## src/rtl/bit_serial_pkg.sv

```systemverilog
// Shared types for the serial front end and the pattern-detector benches.
package bit_serial_pkg;

  typedef enum logic [0:0] {
    SER_IDLE,
    SER_SHIFT
  } ser_state_e;

  localparam int unsigned DefaultWidth = 8;

endpackage

```

## src/rtl/bit_serializer.sv

```systemverilog
// Parallel-to-serial converter with a one-word holding buffer for gapless streaming.
// bit_out/bit_valid/word_start are registered; data_ready depends only on state.
module bit_serializer
  import bit_serial_pkg::*;
#(
  parameter int unsigned WIDTH     = DefaultWidth,
  parameter bit          MSB_FIRST = 1'b1,
  parameter logic        IDLE_BIT  = 1'b0
) (
  input  logic             clk,
  input  logic             rst,
  input  logic [WIDTH-1:0] data_in,
  input  logic             data_valid,
  output logic             data_ready,
  output logic             bit_out,
  output logic             bit_valid,
  output logic             word_start,
  output logic             busy
);

  localparam int unsigned   CntW    = (WIDTH > 1) ? $clog2(WIDTH) : 1;
  localparam logic [CntW-1:0] LastCnt = CntW'(WIDTH - 1);

  ser_state_e       state_q, state_d;
  logic [CntW-1:0]  cnt_q, cnt_d;
  logic [WIDTH-1:0] shift_q, shift_d;
  logic [WIDTH-1:0] hold_q, hold_d;
  logic             hold_valid_q, hold_valid_d;
  logic             bit_out_q, bit_out_d;
  logic             bit_valid_q, bit_valid_d;
  logic             word_start_q, word_start_d;

  logic             accept;
  logic             load_en;
  logic [WIDTH-1:0] load_word;

  assign data_ready = ~hold_valid_q;
  assign accept     = data_valid & ~hold_valid_q;

  always_comb begin
    state_d      = state_q;
    cnt_d        = cnt_q;
    shift_d      = shift_q;
    hold_d       = hold_q;
    hold_valid_d = hold_valid_q;
    bit_out_d    = bit_out_q;
    bit_valid_d  = bit_valid_q;
    word_start_d = 1'b0;
    load_en      = 1'b0;
    load_word    = data_in;

    unique case (state_q)
      SER_IDLE: begin
        bit_out_d   = IDLE_BIT;
        bit_valid_d = 1'b0;
        load_en     = accept;
      end
      SER_SHIFT: begin
        if (cnt_q != LastCnt) begin
          // shift_q holds only the bits not yet emitted, aligned to the output end
          bit_out_d = MSB_FIRST ? shift_q[WIDTH-1] : shift_q[0];
          shift_d   = MSB_FIRST ? (shift_q << 1) : (shift_q >> 1);
          cnt_d     = cnt_q + CntW'(1);
          if (accept) begin
            hold_d       = data_in;
            hold_valid_d = 1'b1;
          end
        end else if (hold_valid_q) begin
          load_en      = 1'b1;
          load_word    = hold_q;
          hold_valid_d = accept;
          if (accept) begin
            hold_d = data_in;
          end
        end else if (accept) begin
          load_en = 1'b1;
        end else begin
          state_d     = SER_IDLE;
          bit_out_d   = IDLE_BIT;
          bit_valid_d = 1'b0;
        end
      end
      default: state_d = SER_IDLE;
    endcase

    if (load_en) begin
      state_d      = SER_SHIFT;
      cnt_d        = '0;
      bit_valid_d  = 1'b1;
      word_start_d = 1'b1;
      bit_out_d    = MSB_FIRST ? load_word[WIDTH-1] : load_word[0];
      shift_d      = MSB_FIRST ? (load_word << 1) : (load_word >> 1);
    end
  end

  always_ff @(posedge clk or posedge rst) begin
    if (rst) begin
      state_q      <= SER_IDLE;
      cnt_q        <= '0;
      shift_q      <= '0;
      hold_q       <= '0;
      hold_valid_q <= 1'b0;
      bit_out_q    <= IDLE_BIT;
      bit_valid_q  <= 1'b0;
      word_start_q <= 1'b0;
    end else begin
      state_q      <= state_d;
      cnt_q        <= cnt_d;
      shift_q      <= shift_d;
      hold_q       <= hold_d;
      hold_valid_q <= hold_valid_d;
      bit_out_q    <= bit_out_d;
      bit_valid_q  <= bit_valid_d;
      word_start_q <= word_start_d;
    end
  end

  assign bit_out    = bit_out_q;
  assign bit_valid  = bit_valid_q;
  assign word_start = word_start_q;
  assign busy       = (state_q == SER_SHIFT) | hold_valid_q;

endmodule

```

## config.mk

```make
export PLATFORM = sky130hd
export DESIGN_NAME = bit_serializer
export DESIGN_NICKNAME = d
export VERILOG_FILES = /design/src/rtl/bit_serial_pkg.sv /design/src/rtl/bit_serializer.sv
export SDC_FILE = /design/constraint.sdc
export NUM_CORES = 1
export LEC_CHECK = 0
export ABC_AREA = 0
export CAP_MARGIN = 30
export CORE_MARGIN = 2
export CORE_UTILIZATION = 30
export CTS_CLUSTER_SIZE = 24
export DETAILED_ROUTE_END_ITERATION = 10
export PLACE_DENSITY = 0.49
export SLEW_MARGIN = 0
export SYNTH_ARGS = -nofsm -noshare
export SYNTH_HDL_FRONTEND = slang
export SYNTH_SLANG_ARGS = --single-unit
```

## constraint.sdc

```tcl
create_clock -name clk -period 4.09 [get_ports clk]
set_clock_uncertainty 0.05 [all_clocks]
set_input_delay 1.0225 -clock clk [delete_from_list [all_inputs] [get_ports clk]]
set_output_delay 1.0225 -clock clk [all_outputs]
set_load 0.1 [all_outputs]
```

==> out/results.tsv <==
metric	value	unit
R2R Path End	shift_q[4]	
Detailed Route WL	2090	um
Pins Over Slew Limit	0	
sequential power share	41.6	%
post-synth cell types	23	
IO Pins	16	
flop-to-flop setup slack	1640	ps
Post-CTS Setup Inserts	0	
Via-to-Cell Ratio	4.99	
worst ir drop on vdd	0.255	mV
commonest non-fill, non-tap cell in the layout	dfrtp_1	
critical path's slowest cell	clkdlybuf4s50_1	
Hold Crit Depth	1	
Cell Pwr Density	754	mW/mm2
Resize count post-CTS	0	
first-pass GRT wire length	3700	um
CP Cell Sequence	inv_1, clkdlybuf4s50_1	
Net Count, Synth	105	
WS Path Type	reg -> out	
YS warnings	0	
Worst Hold End	cnt_q[1]	
setup violators final	0	
worst slew pin tran	963	ps
crit-path max cell delay	1140	ps
aggregate negative setup slack	0	ps
DRC Markers	0	
clock latency on the worst-skew pair	310	ps
Max Cap Viol	0	
total CTS buffers	3	
# diodes	0	
RSZ-0062 raised after global routing	false	
Worst Path Required	3020	ps
Critical Path AT	2130	ps
worst reg-to-reg path cell count	5	
Rows	21	
CP startpoint kind	flop	
Worst-path clk slew	130	ps
Placer Congestion	0.701	
vias in the first global route	725	
minimum clock period	3200	ps
RR Startpoint	cnt_q[0]	
GR Overflow Total	0	
antenna violations before repair	0	
drt first pass iters	4	
Initial DRC Count	27	
final hold violation count	0	
post-synthesis sequential area ratio	53.7	%
post-layout total power	955	uW
Post-DRT Antenna Nets	0	
CTS tree	yes	
share of post-route cells with drive strength above 1	16.3	%
synthesis-to-finish area growth	18.2	%
Leak Pwr	0.524	nW
mean post-synth cell area	11.7	um2
largest net degree at the start of global routing	24	
Syn Inst Count	92	
Root Driver	clkbuf_4	
worst min path class	reg -> reg	
GRT Util Overall	11.8	%
crit share post-route	78.2	%
min-delay src	cnt_q[1]	
post-synthesis register bit count	23	
status	complete, no violations	
number of port buffers	15	
Routed WL per cell	13.9	um
synthesized cell area	0.00107	mm2
crit-path max FO	13	
Pint	555	uW
hold_buf cts	0	
Max-slew headroom	35.6	%
DP HPWL	1410	um
Max Clk Rate	313	MHz
switching share of power	41.9	%
Initial Utilization	31.6	%
DIE AREA	0.00407	mm2
Switching Power	400	uW
clock power share	11.2	%
commonest non-fill, non-tap cells in the layout	23 x dfrtp_1, 14 x clkdlybuf4s50_1, 10 x a21oi_1	
Worst Setup End Kind	output port	
clock sink count	23	
Die H	63.8	um
combinational power share	47.1	%
Nets	118	
core area	0.00339	mm2
Die X	63.8	um
DR vias	749	
H-tree levels	1	
CTS max path bufs	2	
==> worst max-delay path: cells and delay by family, from the launching register on <==
kind	cells	cell delay [ps]
buffers and inverters	2	1270
flip-flops	1	550
==> cell families (layout without fill, tap and decap cells) <==
kind of cell    after synthesis  after routing  share of synthesized area (%)
buf+inv                      12             24                           5.48
mux                           9              9                           9.45
fa+ha+maj                     2              2                           2.33
compound gates               23             23                           15.4
simple gates                 23             23                           13.7
flops                        23             23                           53.7
==> synth_stat cells, drive strengths merged <==
cell type | count | area (um2)
o211ai | 2 | 15.0
inv | 5 | 18.8
nand2b | 5 | 31.3
a221o | 6 | 60.1
or2 | 2 | 12.5
nand2 | 2 | 7.51
dfrtp | 23 | 576
nand3 | 4 | 20.0
nand3b | 2 | 15.0
nor2b | 2 | 12.5
buf | 6 | 36.3
o21a | 1 | 7.51
ha | 2 | 25.0
o31ai | 2 | 15.0
mux2 | 9 | 101
and4 | 2 | 17.5
nor2 | 1 | 3.75
clkbuf | 1 | 3.75
nor3 | 3 | 26.3
a22o | 2 | 17.5
a21oi | 10 | 50.1
==> through the flow <==
step	hold slack (ps)	utilization [%]	std cells	area, um2	setup WS, ps
global placement	437	36.5	146	1240	1270
detailed placement	442	36.5	146	1240	1260
CTS	477	37.4	150	1270	861
global route	497	37.4	150	1270	775
finish	471	37.4	150	1270	890
floorplan	420	-	92	1070	1030
==> registers in the layout (all words and copies together), names as in the netlist <==
register,cells
cnt_q,3
bit_out,1
hold_valid_q,1
shift_q,7
word_start,1
bit_valid,1
hold_q,8
state_q,1
==> worst max-delay path by stage <==
stage / from / endpoint / slack, ps / depth (start not counted)
2_1_floorplan: hold_valid_q / busy / 1030 / 3
3_3_place_gp: hold_valid_q / data_ready / 1270 / 2
3_5_place_dp: hold_valid_q / data_ready / 1260 / 2
4_1_cts: hold_valid_q / data_ready / 860 / 2
5_1_grt: hold_valid_q / data_ready / 770 / 2
6_report: hold_valid_q / data_ready / 890 / 2
==> metal layers <==
metal	wire length (um)	global-route usage [%]	share of wire [%]
met1	1030	17.4	49
met2	951	16.7	46
met3	102	4.23	4.9
met4	10	2.45	0.48
met5	0	0	0
==> final cells by class <==
type	count	area, um2
Fill cell	340	2120
Sequential cell	23	576
Multi-Input combinational cell	57	438
Timing Repair Buffer	15	148
Tap cell	46	57.6
Clock buffer	3	22.5
Inverter	5	18.8
Clock inverter	1	7.51
==> power groups by stage <==
| stage | logic [mW] | registers [mW] | clock network [mW] |
|---|---|---|---|
| floorplan | 0.302 | 0.463 | 0 |
| global placement | 0.447 | 0.401 | 0 |
| detailed placement | 0.457 | 0.400 | 0 |
| CTS | 0.456 | 0.397 | 0.117 |
| global route | 0.492 | 0.413 | 0.129 |
| finish | 0.450 | 0.398 | 0.107 |
(Power assumes the default switching activity.)
==> RTL edit (same settings) <==
`DefaultWidth`: 8 -> 32.
--- a/src/rtl/bit_serial_pkg.sv
+++ b/src/rtl/bit_serial_pkg.sv
@@ -6,7 +6,7 @@
     SER_SHIFT
   } ser_state_e;
 
-  localparam int unsigned DefaultWidth = 8;
+  localparam int unsigned DefaultWidth = 32;
 
 endpackage
 
Interface: changed (resized data_in); port bits go from 16 to 40. No check against the original RTL was run, so the function may have changed too.
==> RTL edit against the original RTL <==
Register-to-register slack better by 80 ps. Wire length rose to 3.7 times the old value. Sequential cell count up 50. Via count rose to 3.2 times the old value. Total power rose to 2.6 times the old value. Synthesized area rose to 3.1 times the old value. Setup slack better by 280 ps. Largest cell class unchanged. Clock power rose to 5.4 times the old value. Highest routed layer unchanged. Critical path depth down 1. Final cell count rose to 3.1 times the old value. Utilization about the same. Cell area rose to 3.2 times the old value. Hold slack worse by 18 ps.
==> RTL edit: results (changes against the original RTL) <==
- Initial DRT Pass Iterations: 4 (unchanged)
- First-pass GRT wire length: 12.4 mm (+240%)
- Finished Layout Cells: 465 (+210%)
- Root buffer cell: clkbuf_8
- Syn Area/Cell: 11.8 um2 (+1.3%)
- Place WS: 1450 ps (+198 ps)
- Yosys cell types: 28 (+22%)
- Syn Nets: 321 (+210%)
- IO buf count: 39 (+24)
- Share of cells above drive strength 1: 0.203 (+0.0396)
- Largest net degree at the start of global routing: 48 (+100%)
- Vias post-DR: 2,390 (+220%)
- Antenna violations before repair: 0 (unchanged)
- Pleak: 1.72 nW (+230%)
- Final Wtd Congestion: 0.679 (-3.2%)
- Max-Slew Margin vs Limit: 0.354 (-0.00266)
- Synth top cells by count: dfrtp_1 (73), a21oi_1 (33), mux2_2 (32), nand2b_1 (32)
- Sw Pwr: 0.824 mW (+110%)
- Synth top area cells: dfrtp_1 (54%), mux2_2 (11%), a221o_1 (9.3%), nand2b_1 (6.0%), a21oi_1 (4.9%)
- Fin nets: 357 (+200%)
- Clk Latency, worst-skew pair: 340 ps (+30 ps)
- Post-DP HPWL: 4.52 mm (+220%)
- Crit. End Element: output port
- Status: completed
- Ys Warns: 0 (unchanged)
- Total track usage: 0.137 (+0.0184)
- DRT Wirelength: 7.65 mm (+270%)
- Peak supply drop: 0.203 mV (-20%)
- Total CTS buffers: 9 (+6)
- H-tree depth: 3 (+2)
- CP max FO: 2 (-11)
- Slowest CP cell: clkdlybuf4s50_1
- Maximum clock path buffer count: 2 (unchanged)
- Clock-pin slew on the worst setup and hold paths: 90 ps (-40 ps)
- Worst EP arrival: 1840 ps (-290 ps)
- Seq/Total Area, Yosys: 0.545 (+0.00822)
- Initial DRC count: 119 (+340%)
- Biggest regs: hold_q x32, shift_q x31, cnt_q x5
- Largest register FFs: 32 (+24)
- Post-Place Cells: 449 (+210%)
[RTL edit: changes by cell type after synthesis, sizes merged, moves of 8 or more]
| cell | unedited run | this run |
|---|---|---|
| a21oi | 10 | 33 |
| nand3 | 4 | 31 |
| mux2 | 9 | 33 |
| a221o | 6 | 31 |
| dfrtp | 23 | 73 |
| clkbuf | 1 | 9 |
| nand2b | 5 | 33 |
| buf | 6 | 15 |
[RTL edit: path summary, 6_finish.rpt]
check,depth (start not counted),from,slack [ps],end
max,1,bit_valid,1170,bit_valid
min in group asynchronous,2,rst,1100,shift_q[24]
max in group asynchronous,3,rst,2200,hold_q[8]
max reg2reg,7,cnt_q[0],1720,hold_q[10]
min,1,hold_q[29],450,hold_q[29]
min reg2reg,1,hold_q[29],450,hold_q[29]
[RTL edit: cells by family after synthesis]
group | after synthesis | share of synthesized area
flip-flops | 73 | 0.545
adder cells (fa/ha/maj) | 2 | 0.00746
buffers and inverters | 28 | 0.0437
multiplexers | 33 | 0.111
AO/OA/AOI/OAI | 71 | 0.159
AND/OR/NAND/NOR | 76 | 0.131
XOR/XNOR | 1 | 0.00261
[RTL edit: layout make-up]
cell class / instances / area, um2
Inverter: 4 / 15.0
Multi-Input combinational cell: 183 / 1390
Tap cell: 140 / 175
Fill cell: 1067 / 6810
Clock inverter: 5 / 55.1
Sequential cell: 73 / 1830
Timing Repair Buffer: 49 / 473
Clock buffer: 11 / 141
[RTL edit: power groups by stage]
stage | clock network (mW) | registers, mW | logic (mW)
floorplan | 0 | 1.23 | 0.534
global placement | 0 | 1.18 | 0.760
detailed placement | 0 | 1.18 | 0.780
CTS | 0.595 | 1.17 | 0.781
global route | 0.626 | 1.22 | 0.847
finish | 0.573 | 1.17 | 0.773
[RTL edit: through the flow]
step,area (um2),util,hold WS [ps]
5_1_grt,4070,0.374,475
3_3_place_gp,3880,0.356,420
2_1_floorplan,3350,-,408
4_1_cts,4070,0.374,457
6_report,4070,0.374,453
3_5_place_dp,3880,0.356,439
[RTL edit: routing by layer]
metal | vias to the layer above | share of wire | track usage
li1 | 1117 | - | -
met1 | 1217 | 0.49 | 0.192
met2 | 48 | 0.46 | 0.203
met3 | 8 | 0.040 | 0.0302
met4 | 0 | 0.011 | 0.0606
met5 | - | 0 | 0
